$ cat src/rtl/debug_probe_mux.sv
// Debug probe multiplexer between the cpu core and the FPGA header pins.
// A debounced button or an auto-scan prescaler selects the channel, a debounced freeze toggle holds the output.

module debug_probe_button #(
  parameter int DEBOUNCE_BITS = 16
) (
  input  logic clock_input,
  input  logic reset,
  input  logic raw,
  output logic press
);

  logic                     meta;
  logic                     level;
  logic                     stable;
  logic [DEBOUNCE_BITS-1:0] count;
  logic                     settled;

  assign settled = (count == '1);

  // NOTE: non-blocking assignments make every register sample pre-edge values, so the two-flop chain really is two flops.
  always_ff @(posedge clock_input or negedge reset) begin
    if (!reset) begin
      meta  <= 1'b0;
      level <= 1'b0;
    end else begin
      meta  <= raw;
      level <= meta;
    end
  end

  // The level must disagree with the debounced state for a full window before it is accepted.
  always_ff @(posedge clock_input or negedge reset) begin
    if (!reset) begin
      stable <= 1'b0;
      count  <= '0;
      press  <= 1'b0;
    end else begin
      press <= 1'b0;
      if (level == stable) begin
        count <= '0;
      end else if (settled) begin
        stable <= level;
        count  <= '0;
        press  <= level;
      end else begin
        count <= count + DEBOUNCE_BITS'(1);
      end
    end
  end

endmodule

module debug_probe_mux #(
  parameter  int WIDTH         = 16,
  parameter  int CHANNELS      = 4,
  parameter  int PRESCALE_BITS = 24,
  parameter  int DEBOUNCE_BITS = 16,
  localparam int CH_W          = $clog2(CHANNELS)
) (
  input  logic                      clock_input,
  input  logic                      reset,
  input  logic [CHANNELS*WIDTH-1:0] probe_bus,
  input  logic                      next_button,
  input  logic                      freeze_button,
  input  logic                      auto_mode,
  output logic [WIDTH-1:0]          probe_out,
  output logic [CH_W-1:0]           channel_out,
  output logic                      frozen,
  output logic                      heartbeat
);

  logic                     next_press;
  logic                     freeze_press;
  logic [PRESCALE_BITS-1:0] prescale;
  logic                     tick;
  logic                     advance;
  logic [CH_W-1:0]          channel_next;
  logic [WIDTH-1:0]         selected;

  debug_probe_button #(
    .DEBOUNCE_BITS (DEBOUNCE_BITS)
  ) u_next_button (
    .clock_input (clock_input),
    .reset       (reset),
    .raw         (next_button),
    .press       (next_press)
  );

  debug_probe_button #(
    .DEBOUNCE_BITS (DEBOUNCE_BITS)
  ) u_freeze_button (
    .clock_input (clock_input),
    .reset       (reset),
    .raw         (freeze_button),
    .press       (freeze_press)
  );

  always_ff @(posedge clock_input or negedge reset) begin
    if (!reset) begin
      prescale <= '0;
    end else begin
      prescale <= prescale + PRESCALE_BITS'(1);
    end
  end

  assign tick      = &prescale;
  assign heartbeat = prescale[PRESCALE_BITS-1];

  // A press and a tick in the same cycle merge into one advance.
  assign advance = (next_press | (auto_mode & tick)) & ~frozen;

  // NOTE: the default is assigned first so every path drives the value and no latch is inferred.
  always_comb begin
    channel_next = channel_out;
    if (advance) begin
      channel_next = (channel_out == CH_W'(CHANNELS - 1)) ? '0 : channel_out + CH_W'(1);
    end
  end

  // Explicit compare per channel keeps a non-power-of-two channel count from indexing past the bus.
  always_comb begin
    selected = '0;
    for (int c = 0; c < CHANNELS; c++) begin
      if (channel_out == CH_W'(c)) begin
        selected = probe_bus[c*WIDTH +: WIDTH];
      end
    end
  end

  always_ff @(posedge clock_input or negedge reset) begin
    if (!reset) begin
      channel_out <= '0;
      frozen      <= 1'b0;
      probe_out   <= '0;
    end else begin
      channel_out <= channel_next;
      if (freeze_press) begin
        frozen <= ~frozen;
      end
      if (!frozen) begin
        probe_out <= selected;
      end
    end
  end

endmodule

$ cat config.mk
export PLATFORM = sky130hd
export DESIGN_NAME = debug_probe_mux
export DESIGN_NICKNAME = d
export VERILOG_FILES = /design/src/rtl/debug_probe_mux.sv
export SDC_FILE = /design/constraint.sdc
export NUM_CORES = 1
export LEC_CHECK = 0
export ABC_AREA = 1
export CORE_ASPECT_RATIO = 0.8
export CORE_MARGIN = 2
export CORE_UTILIZATION = 52
export CTS_CLUSTER_SIZE = 24
export DETAILED_ROUTE_END_ITERATION = 8
export GPL_ROUTABILITY_DRIVEN = 0
export HOLD_SLACK_MARGIN = 0.08
export PLACE_DENSITY = 0.84
export SYNTH_ARGS = -nofsm -noshare
export SYNTH_HDL_FRONTEND = slang
export SYNTH_SLANG_ARGS = --single-unit
$ cat constraint.sdc
create_clock -name clock_input -period 1.64 [get_ports clock_input]
set_input_delay 0.164 -clock clock_input [delete_from_list [all_inputs] [get_ports clock_input]]
set_output_delay 0.164 -clock clock_input [all_outputs]
set_load 0.01 [all_outputs]
==> impl_metrics.prom <==
# TYPE chip_impl_metric gauge
chip_impl_metric{name="finClkSkew",unit="ps"} 8.854
chip_impl_metric{name="p_leak",unit="nW"} 2.539
chip_impl_metric{name="floorplan.io_pins",unit=""} 89
chip_impl_info{name="cts_tree",value="built"} 1
chip_impl_metric{name="wire_per_inst",unit="µm"} 14.25
chip_impl_metric{name="routed_via_density",unit=""} 5.180
chip_impl_metric{name="hold_viol_final",unit=""} 0
chip_impl_metric{name="area_share_of_the_largest_cell_type_after_synthesis",unit=""} 0.4800
chip_impl_info{name="yosys-top-cells-area",value="dfrtp_1 48%, nand2_1 9.7%, nor2_1 7.0%"} 1
chip_impl_metric{name="timing.critical_path.required",unit="ps"} 1480
chip_impl_metric{name="worst-r2r-setup-slack",unit="ps"} 110
chip_impl_metric{name="synthMuxAreaShare",unit=""} 0
chip_impl_metric{name="cellPowerDensity",unit="nW/µm²"} 724.6
chip_impl_metric{name="clock_buffer_count_from_cts",unit=""} 9
chip_impl_metric{name="syn_area",unit="µm²"} 4327
chip_impl_metric{name="final_design_area_no_fill",unit="µm²"} 5710
chip_impl_metric{name="timing.critical_path.slowest_cell_delay",unit="ps"} 590
chip_impl_metric{name="die_h",unit="µm"} 85.59
chip_impl_metric{name="dieArea",unit="µm²"} 9071
chip_impl_metric{name="detail_route.first_pass.iterations",unit=""} 7
chip_impl_metric{name="setup_total_negative_slack",unit="ps"} 0
chip_impl_metric{name="worst-slew-pin-transition",unit="ps"} 377.6
chip_impl_metric{name="ctsHtreeMaxLevel",unit=""} 3
chip_impl_metric{name="first_global_vias",unit=""} 3747
chip_impl_info{name="synth_top_family_by_area",value="simple AND/OR/NAND/NOR gates"} 1
chip_impl_metric{name="net_count_synth",unit=""} 598
chip_impl_metric{name="synth-seq-cells",unit=""} 83
chip_impl_metric{name="area_delta_synth_final",unit="%"} 31.98
chip_impl_metric{name="clock_sinks",unit=""} 83
chip_impl_metric{name="global_route.overflow_total",unit=""} 0
chip_impl_metric{name="diodes",unit=""} 0
chip_impl_metric{name="grt_pass1_wl",unit="mm"} 17.35
chip_impl_metric{name="worst_ir_drop_vdd",unit="µV"} 629.4
chip_impl_metric{name="antenna_found_initial",unit=""} 0
chip_impl_info{name="start_kind",value="register"} 1
chip_impl_metric{name="buffer_ports.inserted",unit=""} 88
chip_impl_metric{name="drv_slew",unit=""} 0
chip_impl_metric{name="postRouteWirelength",unit="mm"} 10.54
chip_impl_metric{name="postPlaceCellArea",unit="µm²"} 5384
chip_impl_metric{name="synth_seq_area_share",unit=""} 0.4800
chip_impl_metric{name="routed-via-count",unit=""} 3833
chip_impl_metric{name="cts.clk_slew.worst_paths",unit="ps"} 80
chip_impl_info{name="worst_hold_path_type",value="in2reg"} 1
chip_impl_info{name="critPathTopFamily",value="buffers and inverters"} 1
chip_impl_metric{name="grt_max_degree",unit=""} 45
chip_impl_metric{name="chipWidth",unit="µm"} 106.0
chip_impl_metric{name="critical_path.max_fanout",unit=""} 5
chip_impl_metric{name="finalCriticalPeriod",unit="ps"} 1528
chip_impl_metric{name="start_util",unit=""} 0.5396
chip_impl_metric{name="worst-endpoint-arrival",unit="ps"} 1360
chip_impl_info{name="worstSetupEndpointType",value="primary output"} 1
chip_impl_metric{name="synth_compound_gate_area_share",unit=""} 0.1029
chip_impl_metric{name="cp.buffers_inverters",unit=""} 1
chip_impl_metric{name="post_synth_fa_ha_maj_area_fraction",unit=""} 0.02024
chip_impl_metric{name="portion_of_the_clock_cycle_consumed_by_the_worst_path_in_the_final_layout",unit=""} 0.9315
chip_impl_metric{name="clk_latency",unit="ps"} 360
chip_impl_metric{name="drt_iter0_drc",unit=""} 169
chip_impl_metric{name="ant_nets",unit=""} 0
chip_impl_metric{name="floorplan.rows",unit=""} 29
chip_impl_metric{name="grt_use_total",unit=""} 0.2408
chip_impl_info{name="netlist.top_cell.by_area",value="dfrtp_1"} 1
chip_impl_metric{name="final_layout_net_count",unit=""} 703
chip_impl_metric{name="fin_hold_ws",unit="ps"} 241.5
chip_impl_info{name="path_cells",value="clkdlybuf4s50_1"} 1
chip_impl_metric{name="postSynthCellCount",unit=""} 522
chip_impl_metric{name="slew_limit_headroom",unit=""} 0.7483
chip_impl_metric{name="finalWorstSetupSlack",unit="ps"} 112.4
chip_impl_metric{name="max-clock-path-buffers",unit=""} 2
chip_impl_metric{name="core_region_area",unit="µm²"} 8019
chip_impl_metric{name="cap_viol_max_count",unit=""} 0
chip_impl_metric{name="dpl.hpwl",unit="mm"} 7.628
chip_impl_metric{name="yosys_warnings",unit=""} 0
chip_impl_info{name="timing.critical_path.slowest_stage_cell",value="clkdlybuf4s50_1"} 1
chip_impl_metric{name="drc",unit=""} 0
chip_impl_metric{name="final_setup_fails",unit=""} 0
chip_impl_info{name="critical_path_class",value="reg2out"} 1
chip_impl_info{name="cts_root_buf",value="clkbuf_8"} 1
chip_impl_metric{name="area_share_of_and_or_nand_nor_cells_after_synthesis",unit=""} 0.2704
chip_impl_metric{name="dp_worst_setup_slack",unit="ps"} 61.15
chip_impl_info{name="run_status",value="complete, no violations"} 1
chip_impl_metric{name="synth.distinct_cells",unit=""} 32
chip_impl_metric{name="final.fill_count",unit=""} 596
chip_impl_metric{name="post_route_cells_drive_above_1_share",unit=""} 0.1060
chip_impl_metric{name="post_synth.cell_area_avg",unit="µm²"} 8.289
chip_impl_metric{name="fmaxAchievable",unit="GHz"} 0.6546
chip_impl_metric{name="xor_xnor_portion_of_the_synthesized_cell_area",unit=""} 0.07027
synth_stat cells:
master    number
nand3_4        2
clkinv_1       1
o21a_1         2
nand3_1       28
nand2_4        2
dfrtp_1       83
inv_2          2
a21oi_1       52
o21ai_0        4
nand2_2        4
o211ai_1      16
nor2_4         4
nand3b_1       2
nor2_1        81
nand4_1        2
o21ai_1        3
xor2_1        24
o22ai_1        1
nand3_2        2
nor3b_1        2
inv_1         46
buf_4          1
nor2_2         8
xor2_2         2
nor3_1         7
o21ai_2        1
nand2_1      112
xnor2_1        7
nor3_2         3
buf_2          8
ha_1           7
clkbuf_1       3
metrics by stage:
stage / instances / utilization / power (mW)
2_1_floorplan: 522 / - / 2.224
3_3_place_gp: 718 / 0.6714 / 2.492
3_5_place_dp: 718 / 0.6714 / 2.501
4_1_cts: 735 / 0.7021 / 4.170
5_1_grt: 740 / 0.7121 / 4.305
6_report: 740 / 0.7121 / 4.138
cells by family after synthesis:
| family | count (synthesis) |
|---|---|
| XOR/XNOR | 33 |
| adder cells (fa/ha/maj) | 7 |
| AO/OA/AOI/OAI | 79 |
| flip-flops | 83 |
| AND/OR/NAND/NOR | 259 |
| buffers and inverters | 61 |
final cells by class:
cell class	instances	area, µm²	share of cell area
clock inverter	5	85.08	0.01490
tap	108	135.1	0.02366
multi-input combinational	378	2019	0.3536
timing repair buffer	106	1054	0.1845
inverter	49	187.7	0.03287
clock buffer	11	151.4	0.02651
sequential	83	2078	0.3639
flip-flops by register name, summed over array words and instances, names as in the netlist:
signal,flops
u_next_button.count,16
u_next_button.level,1
u_freeze_button.count,16
u_freeze_button.stable,1
u_next_button.press,1
channel_out,2
u_freeze_button.meta,1
frozen,1
u_next_button.stable,1
u_next_button.meta,1
u_freeze_button.level,1
probe_out,16
prescale,24
u_freeze_button.press,1
final timing paths:
path	endpoint	startpoint	cells after the start
hold / removal	u_freeze_button.meta	freeze_button	1
max in group asynchronous	channel_out[0]	reset	3
setup reg to reg	channel_out[1]	prescale[0]	10
min in group asynchronous	probe_out[13]	reset	2
setup / recovery	channel_out[1]	channel_out[1]	1
hold reg to reg	u_next_button.level	u_next_button.meta	0
placed cells by master (no fill, tap or decap), drive strengths merged:
cell type	count
nand2	118
nor2	93
clkdlybuf4s50	87
dfrtp	83
a21oi	52
inv	47
nand3	32
xor2	26
buf	18
o211ai	16
clkbuf	11
nor3	10
o21ai	8
xnor2	7
ha	7
clkinv	3
nand3b	2
nand4	2
o21a	2
nor3b	2
clkinvlp	2
bufinv	2
o22ai	1
dlygate4sd3	1
layer usage:
metal / vias up / routed length, µm / global-route usage
li1: 1888 / - / -
met1: 1806 / 4465 / 0.2983
met2: 122 / 5282 / 0.4240
met3: 17 / 637 / 0.06535
met4: 0 / 157 / 0.05861
met5: - / 0 / 0
where the power goes:
| part | total [mW] | internal (mW) | switching [mW] |
|---|---|---|---|
| registers | 2.10 | 2.08 | 0.0232 |
| logic | 0.357 | 0.218 | 0.139 |
| clock network | 1.68 | 0.945 | 0.732 |
| total | 4.14 | 3.24 | 0.894 |
what timing repair did:
item                                   CTS  global route
setup endpoints to repair                0            20
setup buffers                            0             5
endpoints found under the hold margin   67             0
hold buffers                             1             0
gates resized for setup                  0             5
Power figures use the tool's default switching activity.
